[config.mk]
export PLATFORM = sky130hd
export DESIGN_NAME = pulse_stretcher
export DESIGN_NICKNAME = d
export VERILOG_FILES = /design/src/rtl/pulse_stretcher_pkg.sv /design/src/rtl/pulse_stretcher_sat_counter.sv /design/src/rtl/pulse_stretcher.sv
export SDC_FILE = /design/constraint.sdc
export NUM_CORES = 1
export LEC_CHECK = 0
export BUFFER_PORTS_ARGS = -buffer_cell sky130_fd_sc_hd__buf_2
export CORE_UTILIZATION = 40
export DETAILED_ROUTE_END_ITERATION = 8
export GPL_TIMING_DRIVEN = 1
export PLACE_DENSITY = 0.6
export SLEW_MARGIN = 40
export SYNTH_ARGS = -nofsm -noshare
export SYNTH_HDL_FRONTEND = slang
export SYNTH_SLANG_ARGS = --single-unit
[constraint.sdc]
create_clock -name clk -period 3.63 [get_ports clk]
set_input_delay 1.089 -clock clk [delete_from_list [all_inputs] [get_ports clk]]
set_output_delay 1.089 -clock clk [all_outputs]
set_load 0.05 [all_outputs]
[src/rtl/pulse_stretcher_pkg.sv]
// Shared definitions for the pulse stretcher: state encoding and timer width helper.
package pulse_stretcher_pkg;

  typedef enum logic [1:0] {
    ST_IDLE = 2'b00,
    ST_HOLD = 2'b01,
    ST_GAP  = 2'b10
  } state_t;

  // Timer must hold the larger of the two reload values (HOLD-1 / GAP-1) with headroom.
  function automatic int calc_cnt_w(input int hold, input int gap);
    int m;
    m = (hold > gap) ? hold : gap;
    return $clog2(m + 1);
  endfunction

endpackage

[src/rtl/pulse_stretcher_sat_counter.sv]
// Up/down saturating event counter with a sticky overflow flag for dropped increments.
module sat_counter #(
  parameter int MAX = 3,
  parameter int W   = $clog2(MAX + 1)
) (
  input  logic         clk,
  input  logic         rst_n,
  input  logic         inc,
  input  logic         dec,
  input  logic         clr_ovf,
  output logic [W-1:0] count,
  output logic         ovf
);

  localparam logic [W-1:0] MAX_V = W'(MAX);

  logic drop;

  // An increment with no matching decrement while full is lost.
  assign drop = inc && !dec && (count == MAX_V);

  // Count update; a simultaneous inc and dec cancel out and leave the count alone.
  always_ff @(posedge clk or negedge rst_n) begin
    if (!rst_n) begin
      count <= '0;
    end else if (inc && !dec) begin
      if (count != MAX_V) count <= count + 1'b1;
    end else if (dec && !inc) begin
      if (count != '0) count <= count - 1'b1;
    end
  end

  // Sticky overflow; a new drop beats a clear on the same edge.
  always_ff @(posedge clk or negedge rst_n) begin
    if (!rst_n) begin
      ovf <= 1'b0;
    end else if (drop) begin
      ovf <= 1'b1;
    end else if (clr_ovf) begin
      ovf <= 1'b0;
    end
  end

endmodule

[src/rtl/pulse_stretcher.sv]
// Stretches single-cycle strobes into fixed-width high levels with a guaranteed low gap.
//
//   state   | meaning
//   --------+-----------------------------------------------------------
//   IDLE    | output low, nothing pending
//   HOLD    | output high, timer counts down the hold width
//   GAP     | output low, timer counts down the minimum gap; then next
//           | queued strobe (or a strobe on the final edge) starts HOLD
module pulse_stretcher
  import pulse_stretcher_pkg::*;
#(
  parameter int HOLD_CYCLES = 4,
  parameter int GAP_CYCLES  = 2,
  parameter int MAX_PEND    = 3,
  parameter int RETRIGGER   = 0
) (
  input  logic                          clk,
  input  logic                          rst_n,
  input  logic                          pulse_i,
  input  logic                          clr_ovf_i,
  output logic                          s_o,
  output logic                          busy_o,
  output logic [$clog2(MAX_PEND+1)-1:0] pending_o,
  output logic                          overflow_o
);

  localparam int CW = calc_cnt_w(HOLD_CYCLES, GAP_CYCLES);
  localparam int PW = $clog2(MAX_PEND + 1);
  localparam logic [CW-1:0] HOLD_LOAD = CW'(HOLD_CYCLES - 1);
  localparam logic [CW-1:0] GAP_LOAD  = CW'(GAP_CYCLES - 1);

  state_t        state, state_nxt;
  logic [CW-1:0] cnt, cnt_nxt;
  logic          enq, deq;

  // State, timer and registered outputs; s_o/busy_o are decoded from the next state
  // so they change on the same edge as the state itself.
  always_ff @(posedge clk or negedge rst_n) begin
    if (!rst_n) begin
      state  <= ST_IDLE;
      cnt    <= '0;
      s_o    <= 1'b0;
      busy_o <= 1'b0;
    end else begin
      state  <= state_nxt;
      cnt    <= cnt_nxt;
      s_o    <= (state_nxt == ST_HOLD);
      busy_o <= (state_nxt != ST_IDLE);
    end
  end

  // Next-state, timer reloads and queue push/pop requests.
  always_comb begin
    state_nxt = state;
    cnt_nxt   = cnt;
    enq       = 1'b0;
    deq       = 1'b0;
    unique case (state)
      ST_IDLE: begin
        if (pulse_i) begin
          state_nxt = ST_HOLD;
          cnt_nxt   = HOLD_LOAD;
        end
      end
      ST_HOLD: begin
        if ((RETRIGGER != 0) && pulse_i) begin
          cnt_nxt = HOLD_LOAD;
        end else begin
          enq = pulse_i;
          if (cnt == '0) begin
            state_nxt = ST_GAP;
            cnt_nxt   = GAP_LOAD;
          end else begin
            cnt_nxt = cnt - 1'b1;
          end
        end
      end
      ST_GAP: begin
        if (cnt == '0) begin
          if (pending_o != '0) begin
            // Pop one queued strobe; a strobe on this same edge takes its slot.
            state_nxt = ST_HOLD;
            cnt_nxt   = HOLD_LOAD;
            deq       = 1'b1;
            enq       = pulse_i;
          end else if (pulse_i) begin
            state_nxt = ST_HOLD;
            cnt_nxt   = HOLD_LOAD;
          end else begin
            state_nxt = ST_IDLE;
          end
        end else begin
          cnt_nxt = cnt - 1'b1;
          enq     = pulse_i;
        end
      end
      default: begin
        state_nxt = ST_IDLE;
        cnt_nxt   = '0;
      end
    endcase
  end

  sat_counter #(
    .MAX (MAX_PEND),
    .W   (PW)
  ) u_pend (
    .clk     (clk),
    .rst_n   (rst_n),
    .inc     (enq),
    .dec     (deq),
    .clr_ovf (clr_ovf_i),
    .count   (pending_o),
    .ovf     (overflow_o)
  );

endmodule

======== After elaboration in Yosys (flattened, before gate mapping) ========
Cells that the tools add are included.
Widths: inputs -> output; s select.
storage, ports and cells
  bits in registers ....................... 10
  word-level logic and storage cells ...... 51
operators by class
  add/subtract/negate cells ............... 3
  equality and inequality tests ........... 6
  mux-type cells .......................... 23
  reductions and logical operators ........ 13
operators by type and width
  cell                 count
  $mux 2               7
  $mux 3               4
  $reduce_bool 2->1    5
  $mux 1               9
  $pmux 3 s3           1
  $pmux 2 s3           1
  $eq 2x1->1 const B   2
  $eq 2x2->1 const B   2
  $ne 2x2->1 const B   2
  $logic_and 1x1->1    3
  $logic_not 3->1      1
  $reduce_and 3->1     1
  $sub 3x1->3 const B  1
  $add 2x1->2 const B  1
  $logic_not 1->1      2
  $logic_not 2->1      1
  $pmux 1 s2           1
  $sub 2x1->2 const B  1

======== Depth between registers and ports, before layout ========
  depth after elaboration ................. 8
  depth in mapped cells ................... 7
  depth with buffers taken out ............ 6

======== Hierarchy ========
From an unflattened synthesis, not the netlist that was laid out.
unflattened totals
  cell total of the unflattened synthesis .. 70
  area, all modules ....................... 629.4 um^2
by module, submodules not included
  module           times used  cells each  area each (um^2)  sequential area each (um^2)
  pulse_stretcher  1           55          481.7             175.2
  sat_counter      1           15          147.6             75.1

======== Worst setup path after synthesis ========
OpenSTA, ideal clock, no wires.
  path type ............................... register to output
  start point ............................. reg u_pend.count[0]
  end point ............................... out pending_o[0]
  arrival ................................. 0.698 ns
  data required time ...................... 2.541 ns
  path slack .............................. 1.843 ns
  cell stages (with the launch flop) ...... 1
  cells stage by stage .................... dfrtp_1
RTL lines
  what                      RTL line                           RTL
  start: declaration        pulse_stretcher_sat_counter.sv:11  output logic [W-1:0] count,
  start signal: assignment  pulse_stretcher_sat_counter.sv:27  if (count != MAX_V) count <= count + 1'b1;
  start signal: assignment  pulse_stretcher_sat_counter.sv:29  if (count != '0) count <= count - 1'b1;
  end: declaration          pulse_stretcher.sv:23              output logic [$clog2(MAX_PEND+1)-1:0] pending_o,
No word-level cell between the ends.

======== Final worst setup path ========
  start point ............................. reg u_pend.count[1]
  end point ............................... out pending_o[1]
No word-level cell between the ends.

==> results.ini <==
[setup_path]
crit_slowest_cell = dfrtp_1
crit_buf_inv = 1
critPathMaxFanout = 11
cp.arrival_ns = 1.12
crit_chain = buf_2
critPathTopFamily = flip-flops
criticalPathCategory = reg -> out
crit_path_end_kind = output pin
required_ns = 2.54
crit_path_start_kind = flop
cp_slowest_stage_delay_ns = 0.54

[job]
max_cap_viol_count = 0

[layout]
final_nets = 91
area_growth_pct = 10.4
drive_above_1_share = 0.190
diodes = 0

[grt]
antenna_found_initial = 0
grt.total_usage = 0.150
overflow = 0
grt_max_degree = 12
grt_pass1_vias = 474
grt_pass1_wl_um = 1990

[drt]
drtPass1Iterations = 4
wl_met1_um = 600
routed_wl_um = 1200
met2WireLength_um = 543
drc = 0
vias = 521
routed_via_density = 5.48
wl_met3_um = 46
dr.first_iter.drc_count = 8
highest_layer = met4
ant_nets = 0
detail_route.wl_per_cell_um = 12.7

[floorplanning]
num_rows = 14
die-area_mm2 = 0.00179
die_x_um = 42.3
pin_count = 9
start_util = 0.430
dieHeight_um = 42.3
core-area_mm2 = 0.00151

[clock_network]
clock_latency_ns = 0.26
cts_setup_buffers = 0
ctsHoldBuffers = 0
cts_max_level = 1
cts_tree = done
clock-sinks = 10
post_cts_resized = 0
cts.clk_slew.worst_paths_ns = 0.06
cts_buffers = 3
cts-root-buf = clkbuf_4
clk_path_buf_depth = 2

[timing]
post-route-period-util = 0.609
rsz0062_at_grt = false
fin_crit_ns = 2.21
slew_headroom = 0.728
final_max_slew_viol_count = 0
fmax_mhz = 452
fin_skew_ns = 0.00466
worst_pin_slew_ns = 0.407
hold_viol_final = 0
fin_tns_setup_ns = 0
fin_ws_ns = 1.42
setup_viol = 0

[logic_synthesis]
ys_ff_latch = 10
syn_area_um2 = 648
netlist_instances = 70
syn-num-nets = 80
seq_area_frac_synth = 0.386
yosysUniqueCellTypes = 28
postSynthAreaPerCell_um2 = 9.26
yosys_warnings = 0

[pwr]
power_leakage_nw = 0.334
peakVddDrop_mv = 0.441
p_total_mw = 0.699
powerDensity_mw_per_mm2 = 977

[placed_design]
gp_congestion = 0.785
dp.final_hpwl_um = 931
pre_cts_slack_ns = 1.69
io_buffer_count = 8

[run_status]
status = finished clean

[hold_path]
hold_class = reg -> reg

metal layers:
| metal | global-route usage | up-vias |
|---|---|---|
| met5 | 0 | - |
| met1 | 0.198 | 244 |
| met2 | 0.225 | 8 |
| met3 | 0.0129 | 2 |
| met4 | 0.113 | 0 |
| li1 | - | 267 |
state kept, by name, summed over array words and instances, names as in the netlist:
name	count
cnt	3
state	2
u_pend.count	2
busy_o	1
s_o	1
u_pend.ovf	1
area by class of cell:
type                    instances  area (um2)
inverters                       5        18.8
clock buffers                   3        22.5
repair buffers                  8        40.0
flip-flops and latches         10         250
multi-input cells              53         364
fillers                       148         791
well taps                      16        20.0
final timing paths:
kind | startpoint | end | slack (ns) | cells past startpoint
max | u_pend.count[1]$_DFFE_PN0P_ | pending_o[1] | 1.42 | 1
min | u_pend.ovf$_DFFE_PN0P_ | u_pend.ovf$_DFFE_PN0P_ | 0.51 | 2
max reg2reg | state[0]$_DFF_PN0_ | s_o$_DFF_PN0_ | 1.96 | 6
min reg2reg | u_pend.ovf$_DFFE_PN0P_ | u_pend.ovf$_DFFE_PN0P_ | 0.51 | 2
max in group asynchronous | rst_n | u_pend.count[1]$_DFFE_PN0P_ | 2.76 | 1
min in group asynchronous | rst_n | cnt[1]$_DFF_PN0_ | 0.68 | 1
kinds of logic after synthesis:
logic type	count (synthesis)	synth area share
and+or+nand+nor	26	0.210
AOI/OAI and AO/OA	21	0.236
DFF	10	0.386
buffers and inverters	7	0.0521
adders and majority gates	6	0.116
where the power goes:
part | leakage (nW) | switching (mW) | total (mW) | internal (mW)
logic | 0.201 | 0.264 | 0.422 | 0.158
registers | 0.119 | 0.0410 | 0.205 | 0.164
clock network | 0.0138 | 0.0339 | 0.0721 | 0.0381
total | 0.334 | 0.339 | 0.699 | 0.360
synth_stat cells, drive strengths merged:
cell / instances / area share
a211oi: 1 / 0.012
a21o: 1 / 0.012
a21oi: 6 / 0.046
and2b: 1 / 0.015
and3: 1 / 0.0097
and3b: 1 / 0.014
buf: 1 / 0.017
clkbuf: 1 / 0.0058
dfrtp: 10 / 0.39
ha: 6 / 0.12
inv: 5 / 0.029
nand2: 7 / 0.041
nand2b: 2 / 0.019
nor2: 7 / 0.041
nor2b: 1 / 0.0097
nor3: 3 / 0.023
nor3b: 1 / 0.019
nor4: 1 / 0.0097
o2111ai: 1 / 0.014
o21a: 2 / 0.023
o21ai: 4 / 0.031
o22ai: 2 / 0.019
o311a: 1 / 0.033
o31a: 1 / 0.014
o31ai: 1 / 0.019
o32ai: 1 / 0.014
or3: 1 / 0.0097
through the flow:
stage	cells	hold WS, ns	util	cell area, um2
6_report	95	0.508	0.475	716
5_1_grt	95	0.545	0.475	716
4_1_cts	95	0.515	0.475	716
3_5_place_dp	92	0.505	0.460	693
3_3_place_gp	92	0.495	0.460	693
2_1_floorplan	70	0.546	-	648
placed cells by master (no fill, tap or decap), types with 2 or more instances in the layout:
cell,instances
dfrtp_1,10
buf_2,8
nor2_1,7
nand2_1,7
a21oi_1,6
ha_1,6
inv_1,5
o21ai_1,3
nor3_1,3
clkbuf_4,3
nand2b_1,2
o21a_1,2
o22ai_1,2
Power figures use the tool's default switching activity.
